--- config.mk ---
export PLATFORM = sky130hd
export DESIGN_NAME = imem_uart_loader
export DESIGN_NICKNAME = d
export VERILOG_FILES = /design/src/rtl/loader_pkg.sv /design/src/rtl/uart_rx_byte.sv /design/src/rtl/imem_uart_loader.sv
export SDC_FILE = /design/constraint.sdc
export NUM_CORES = 1
export LEC_CHECK = 0
export CELL_PAD_IN_SITES_DETAIL_PLACEMENT = 0
export CELL_PAD_IN_SITES_GLOBAL_PLACEMENT = 1
export CORE_MARGIN = 2
export CORE_UTILIZATION = 43
export DETAILED_ROUTE_END_ITERATION = 10
export PLACE_DENSITY = 0.87
export SETUP_SLACK_MARGIN = 0.4
export SYNTH_ARGS = -nofsm -noshare
export SYNTH_HDL_FRONTEND = slang
export SYNTH_HIERARCHICAL = 1
export SYNTH_SLANG_ARGS = --single-unit
--- constraint.sdc ---
create_clock -name clk -period 2.7 [get_ports clk]
set_input_delay 0.54 -clock clk [delete_from_list [all_inputs] [get_ports clk]]
set_output_delay 0.54 -clock clk [all_outputs]
set_load 0.02 [all_outputs]
--- src/rtl/loader_pkg.sv ---
// Shared types and constants for the UART instruction-memory loader.
//   loader_state_t : top-level loader FSM states
//   SYNC_BYTE      : default frame sync byte
//   ERR_*          : bit positions inside the sticky err vector
package loader_pkg;

  typedef enum logic [2:0] {
    IDLE,
    WAIT_SYNC,
    LEN_HI,
    LEN_LO,
    DATA,
    DONE
  } loader_state_t;

  typedef enum logic [1:0] {
    RX_IDLE,
    RX_START,
    RX_DATA,
    RX_STOP
  } rx_state_t;

  localparam logic [7:0]  SYNC_BYTE    = 8'hA5;
  localparam int unsigned ERR_FRAMING  = 0;
  localparam int unsigned ERR_OVERFLOW = 1;

endpackage

--- src/rtl/uart_rx_byte.sv ---
// 8N1 UART byte receiver.
//   clk, rst_n : core clock, synchronous active-low reset
//   rx         : asynchronous serial input, idle high
//   rx_byte    : received byte, valid while rx_valid is high
//   rx_valid   : one-cycle pulse for a byte with a good stop bit
//   frame_err  : one-cycle pulse when the stop bit samples low (byte dropped)
module uart_rx_byte
  import loader_pkg::*;
#(
  parameter int unsigned CLKS_PER_BIT = 434
) (
  input  logic       clk,
  input  logic       rst_n,
  input  logic       rx,
  output logic [7:0] rx_byte,
  output logic       rx_valid,
  output logic       frame_err
);

  localparam int unsigned CNT_W = $clog2(CLKS_PER_BIT);
  localparam int unsigned HALF  = CLKS_PER_BIT / 2;

  rx_state_t         state_q, state_d;
  logic              sync1_q, sync2_q, prev_q;
  logic [CNT_W-1:0]  cnt_q, cnt_d;
  logic [2:0]        bit_q, bit_d;
  logic [7:0]        shift_q, shift_d;
  logic [7:0]        byte_q, byte_d;
  logic              valid_q, valid_d;
  logic              ferr_q, ferr_d;

  always_comb begin
    state_d = state_q;
    cnt_d   = cnt_q;
    bit_d   = bit_q;
    shift_d = shift_q;
    byte_d  = byte_q;
    valid_d = 1'b0;
    ferr_d  = 1'b0;
    unique case (state_q)
      RX_IDLE: begin
        if (prev_q && !sync2_q) begin
          state_d = RX_START;
          cnt_d   = '0;
        end
      end
      RX_START: begin
        // Mid-start-bit check rejects glitches shorter than half a bit.
        if (cnt_q == CNT_W'(HALF - 1)) begin
          cnt_d   = '0;
          bit_d   = '0;
          state_d = sync2_q ? RX_IDLE : RX_DATA;
        end else begin
          cnt_d = cnt_q + CNT_W'(1);
        end
      end
      RX_DATA: begin
        if (cnt_q == CNT_W'(CLKS_PER_BIT - 1)) begin
          cnt_d   = '0;
          shift_d = {sync2_q, shift_q[7:1]};
          bit_d   = bit_q + 3'd1;
          if (bit_q == 3'd7) state_d = RX_STOP;
        end else begin
          cnt_d = cnt_q + CNT_W'(1);
        end
      end
      RX_STOP: begin
        if (cnt_q == CNT_W'(CLKS_PER_BIT - 1)) begin
          cnt_d   = '0;
          state_d = RX_IDLE;
          if (sync2_q) begin
            valid_d = 1'b1;
            byte_d  = shift_q;
          end else begin
            ferr_d = 1'b1;
          end
        end else begin
          cnt_d = cnt_q + CNT_W'(1);
        end
      end
      default: state_d = RX_IDLE;
    endcase
  end

  always_ff @(posedge clk) begin
    if (!rst_n) begin
      sync1_q <= 1'b1;
      sync2_q <= 1'b1;
      prev_q  <= 1'b1;
      state_q <= RX_IDLE;
      cnt_q   <= '0;
      bit_q   <= '0;
      shift_q <= '0;
      byte_q  <= '0;
      valid_q <= 1'b0;
      ferr_q  <= 1'b0;
    end else begin
      sync1_q <= rx;
      sync2_q <= sync1_q;
      prev_q  <= sync2_q;
      state_q <= state_d;
      cnt_q   <= cnt_d;
      bit_q   <= bit_d;
      shift_q <= shift_d;
      byte_q  <= byte_d;
      valid_q <= valid_d;
      ferr_q  <= ferr_d;
    end
  end

  assign rx_byte   = byte_q;
  assign rx_valid  = valid_q;
  assign frame_err = ferr_q;

endmodule

--- src/rtl/imem_uart_loader.sv ---
// Loads a program image received over UART into the instruction RAM.
// Frame: SYNC, LEN_HI, LEN_LO (word count N), then N 32-bit words MSB first.
//   clk, rst_n          : core clock, synchronous active-low reset
//   uart_rx             : serial input, idle high
//   start               : one-cycle arm pulse, honoured in IDLE or DONE
//   mem_wren/addr/wdata : instruction RAM write port
//   cpu_rst_n           : CPU reset, released the cycle after entering DONE
//   busy / done         : loader in WAIT_SYNC..DATA / in DONE
//   err                 : sticky {overflow, framing}, cleared by start
module imem_uart_loader
  import loader_pkg::*;
#(
  parameter int unsigned CLK_HZ = 50_000_000,
  parameter int unsigned BAUD   = 115200,
  parameter int unsigned ADDR_W = 11,
  parameter logic [7:0]  SYNC   = SYNC_BYTE
) (
  input  logic              clk,
  input  logic              rst_n,
  input  logic              uart_rx,
  input  logic              start,
  output logic              mem_wren,
  output logic [ADDR_W-1:0] mem_addr,
  output logic [31:0]       mem_wdata,
  output logic              cpu_rst_n,
  output logic              busy,
  output logic              done,
  output logic [1:0]        err
);

  localparam int unsigned CLKS_PER_BIT = CLK_HZ / BAUD;
  localparam int unsigned DEPTH        = 32'd1 << ADDR_W;

  logic [7:0] rx_byte;
  logic       rx_valid;
  logic       frame_err;

  uart_rx_byte #(.CLKS_PER_BIT(CLKS_PER_BIT)) u_rx (
    .clk       (clk),
    .rst_n     (rst_n),
    .rx        (uart_rx),
    .rx_byte   (rx_byte),
    .rx_valid  (rx_valid),
    .frame_err (frame_err)
  );

  loader_state_t     state_q, state_d;
  logic [1:0]        byte_cnt_q, byte_cnt_d;
  logic [15:0]       word_cnt_q, word_cnt_d;
  logic [15:0]       len_q, len_d;
  logic [23:0]       shift_q, shift_d;
  logic              wren_q, wren_d;
  logic [ADDR_W-1:0] addr_q, addr_d;
  logic [31:0]       wdata_q, wdata_d;
  logic [1:0]        err_q, err_d;
  logic              cpu_rst_n_q, cpu_rst_n_d;
  logic [15:0]       len_new;
  logic              in_busy;

  assign in_busy = (state_q == WAIT_SYNC) || (state_q == LEN_HI) ||
                   (state_q == LEN_LO)    || (state_q == DATA);
  assign len_new = {len_q[15:8], rx_byte};

  always_comb begin
    state_d     = state_q;
    byte_cnt_d  = byte_cnt_q;
    word_cnt_d  = word_cnt_q;
    len_d       = len_q;
    shift_d     = shift_q;
    wren_d      = 1'b0;
    addr_d      = addr_q;
    wdata_d     = wdata_q;
    err_d       = err_q;
    cpu_rst_n_d = (state_q == DONE) && !start;
    unique case (state_q)
      IDLE, DONE: begin
        if (start) begin
          state_d    = WAIT_SYNC;
          err_d      = '0;
          word_cnt_d = '0;
          byte_cnt_d = '0;
          addr_d     = '0;
        end
      end
      WAIT_SYNC: if (rx_valid && rx_byte == SYNC) state_d = LEN_HI;
      LEN_HI: begin
        if (rx_valid) begin
          len_d   = {rx_byte, 8'h00};
          state_d = LEN_LO;
        end
      end
      LEN_LO: begin
        if (rx_valid) begin
          len_d      = len_new;
          byte_cnt_d = '0;
          word_cnt_d = '0;
          state_d    = (len_new == 16'd0) ? DONE : DATA;
          if (32'(len_new) > DEPTH) err_d[ERR_OVERFLOW] = 1'b1;
        end
      end
      DATA: begin
        if (rx_valid) begin
          byte_cnt_d = byte_cnt_q + 2'd1;
          if (byte_cnt_q == 2'd3) begin
            // Words beyond the RAM depth are consumed but never written.
            if (32'(word_cnt_q) < DEPTH) begin
              wren_d  = 1'b1;
              addr_d  = word_cnt_q[ADDR_W-1:0];
              wdata_d = {shift_q, rx_byte};
            end
            word_cnt_d = word_cnt_q + 16'd1;
            if (word_cnt_q + 16'd1 == len_q) state_d = DONE;
          end else begin
            shift_d = {shift_q[15:0], rx_byte};
          end
        end
      end
      default: state_d = IDLE;
    endcase
    if (frame_err && in_busy) begin
      err_d[ERR_FRAMING] = 1'b1;
      state_d            = WAIT_SYNC;
      word_cnt_d         = '0;
      byte_cnt_d         = '0;
      addr_d             = '0;
    end
  end

  always_ff @(posedge clk) begin
    if (!rst_n) begin
      state_q     <= IDLE;
      byte_cnt_q  <= '0;
      word_cnt_q  <= '0;
      len_q       <= '0;
      shift_q     <= '0;
      wren_q      <= 1'b0;
      addr_q      <= '0;
      wdata_q     <= '0;
      err_q       <= '0;
      cpu_rst_n_q <= 1'b0;
    end else begin
      state_q     <= state_d;
      byte_cnt_q  <= byte_cnt_d;
      word_cnt_q  <= word_cnt_d;
      len_q       <= len_d;
      shift_q     <= shift_d;
      wren_q      <= wren_d;
      addr_q      <= addr_d;
      wdata_q     <= wdata_d;
      err_q       <= err_d;
      cpu_rst_n_q <= cpu_rst_n_d;
    end
  end

  assign mem_wren  = wren_q;
  assign mem_addr  = addr_q;
  assign mem_wdata = wdata_q;
  assign cpu_rst_n = cpu_rst_n_q;
  assign busy      = in_busy;
  assign done      = (state_q == DONE);
  assign err       = err_q;

endmodule
==> qor.yml <==
finish:
  layout_commonest_cell: "nand2_1"
  finalCoreUtilization: 0.529
  drive_above_1_share: 0.0906
  nets: 860
  layout_common_cells: "nand2_1, dfxtp_1, a21oi_1, clkdlybuf4s50_1, nor2_1"
  areaGrowthSynthToFinish_pct: 20.2
  antenna_cells: 0
detailed_routing:
  avgViaCountPerCell: 5.49
  first_pass_iters: 5
  drc: 0
  wirelength_um: 15800
  final_antenna_net_count: 0
  drt_iter0_drc: 405
  dr_total_vias: 5734
  wl_per_cell_um: 15.1
timing:
  period_minus_slack_ns: 2.21
  fmax_mhz: 453
  slew_viol_final: 0
  fin_crit_sh: 0.818
  fin_skew_ns: 0.00690
  setup_viol: 0
  rsz0062_at_grt: "yes"
  hold_viol_final: 0
  max_slew_margin: 0.423
  tightest_slew_ns: 0.860
worst_setup_path:
  cp-start-kind: "flop"
  critPathKind: "reg -> reg"
  arrival_ns: 2.57
  critPathTopFamily: "simple AND/OR/NAND/NOR gates"
  critPathMaxStageDelay_ns: 0.54
  cp_max_fo: 10
  cp_slowest_cell: "dfxtp_1"
  cp-end-kind: "flop"
  path_cells: "nand4_4 > nor4_4 > xnor2_1 > or4_1 > a211oi_2 > a21o_1"
  critPathRequiredTime_ns: 3.06
  cp_num_buf_inv: 0
yosys:
  yosysWarnings: 6
  yosysUniqueCellTypes: 72
  syn_nets: 824
  synthCells: 813
  syn_area_um2: 6400
  synth_edf_count: 0
  syn_avg_cell_area_um2: 7.88
  synth-seq-area-share: 0.447
  ys.flop_type: "dfxtp_1"
  synth_seq_cells: 143
  async_reset_ff_frac: 0
placed_design:
  routabilityCongestion: 0.908
  io_buffers: 52
  hpwl_um: 10900
grt:
  grt_pass1_wl_um: 26300
  grt_pass1_vias: 5465
  antenna_found_initial: 0
  grt_overflow: 0
  grt_max_degree: 76
  gr-usage-all-layers: 0.201
die:
  ios: 53
  rows: 44
  die_w_um: 126
  die_h_um: 126
  die-area_um2: 15900
  start_util: 0.441
  core_area_um2: 14500
power:
  p_leak_uw: 0.00265
  total_power_uw: 4890
  p_int_uw: 3700
  p_comb_frac: 0.086
  p_switching_uw: 1190
  pwr-share-seq: 0.441
  swShare: 0.244
  peakVddDrop_mv: 0.412
  clockPowerShare: 0.473
  power.density_nw_per_um2: 636
cts:
  clock_path_buffers: 2
  cts.htree.levels: 4
  cts-root-buf: "clkbuf_16"
  clkSlewWorstSetupHoldPaths_ns: 0.06
  clk_latency_ns: 0.42
  tritoncts: "done"
  post-cts-setup-buffer-count: 0
  cts.sinks: 143
  cts_made_buffers: 17
job:
  maxCapViolations: 0
hold_path:
  hp-class: "reg -> reg"
run_status:
  status: "finished clean"
==> flip-flops by register name (all words and copies together) (netlist names), 2 cells and up, named ones only <==
register / cells
mem_wdata: 32
shift_q: 24
len_q: 16
word_cnt_q: 16
mem_addr: 11
u_rx/cnt_q: 9
u_rx/rx_byte: 8
u_rx/shift_q: 8
state_q: 3
u_rx/bit_q: 3
byte_cnt_q: 2
err: 2
==> metal layers <==
layer | GRT usage | routed length (um) | vias to the layer above | share of wire
li1 | - | - | 2876 | -
met1 | 0.267 | 7390 | 2691 | 0.47
met2 | 0.317 | 7490 | 141 | 0.47
met3 | 0.0446 | 612 | 26 | 0.039
met4 | 0.0834 | 293 | 0 | 0.019
met5 | 0 | 0 | - | 0
==> power by group through the flow <==
stage	sequential (uW)	combinational, uW	clock [uW]
after floorplan	2180	297	0
after global placement	2200	404	0
after detailed placement	2200	410	0
after CTS	2160	416	2360
after global routing	2160	455	2440
final	2160	421	2310
==> cell type report <==
cell class	count	area [um^2]
repair buffers	74	696
flip-flops and latches	143	2870
inverters	14	52.6
fillers	1418	6840
well taps	184	230
clock buffers	23	478
clock inverters	8	106
multi-input cells	599	3260
==> cells by family after synthesis <==
| family | count (synthesis) | synth area share |
|---|---|---|
| AO/OA/AOI/OAI | 194 | 0.174 |
| XOR/XNOR | 25 | 0.0342 |
| adder cells (fa/ha/maj) | 7 | 0.0137 |
| buffers and inverters | 71 | 0.0500 |
| flip-flops | 143 | 0.447 |
| multiplexers | 4 | 0.00625 |
| AND/OR/NAND/NOR | 369 | 0.275 |
==> synthesized netlist by cell type (all sizes together) (2+ instances only) <==
cell type | number | area [um^2]
a41oi | 2 | 17.5
and3 | 6 | 40.0
nor3b | 4 | 41.3
or2 | 2 | 12.5
nor2 | 42 | 158
o21ai | 26 | 130
clkbuf | 35 | 133
nor3 | 12 | 71.3
a21o | 2 | 15.0
or3 | 6 | 38.8
xnor2 | 17 | 149
a311oi | 3 | 26.3
a211o | 2 | 17.5
a211oi | 6 | 50.1
nor2b | 5 | 31.3
nand4b | 3 | 32.5
a21oi | 121 | 606
xor2 | 8 | 70.1
o22ai | 5 | 31.3
a31oi | 6 | 37.5
and3b | 3 | 26.3
inv | 13 | 48.8
nand3 | 37 | 195
nand2 | 208 | 781
a22oi | 5 | 37.5
and4 | 2 | 17.5
ha | 7 | 87.6
nand2b | 3 | 18.8
or4 | 5 | 41.3
and2 | 6 | 37.5
nor4 | 6 | 52.6
mux2i | 4 | 40.0
dfxtp | 143 | 2860
nand3b | 9 | 83.8
nand4 | 8 | 65.1
buf | 22 | 135
o211ai | 2 | 15.0
==> metrics by stage <==
stage                     worst slack, ns  setup TNS (ns)  hold slack, ns  cell area (um^2)  std cells
after floorplan                     0.493               0           0.386              6400        813
after global placement            -0.0690          -0.650           0.401              7070       1014
after detailed placement           -0.140           -1.22           0.394              7070       1014
after CTS                           0.411               0           0.416              7690       1045
after global routing                0.353               0           0.449              7690       1045
final                               0.491               0           0.412              7690       1045
==> repair_timing <==
action,CTS,global route
gates resized for setup,8,5
endpoints found under the setup margin,14,8
hold buffers,0,0
==> final timing paths <==
check / start / cells past startpoint / end / slack (ns)
setup / recovery: word_cnt_q[2] / 6 / state_q[0] / 0.49
hold reg to reg: u_rx/sync1_q / 1 / u_rx/sync2_q / 0.41
setup reg to reg: word_cnt_q[2] / 6 / state_q[0] / 0.49
hold / removal: u_rx/sync1_q / 1 / u_rx/sync2_q / 0.41
No activity file was read; power rests on OpenSTA's default activity.
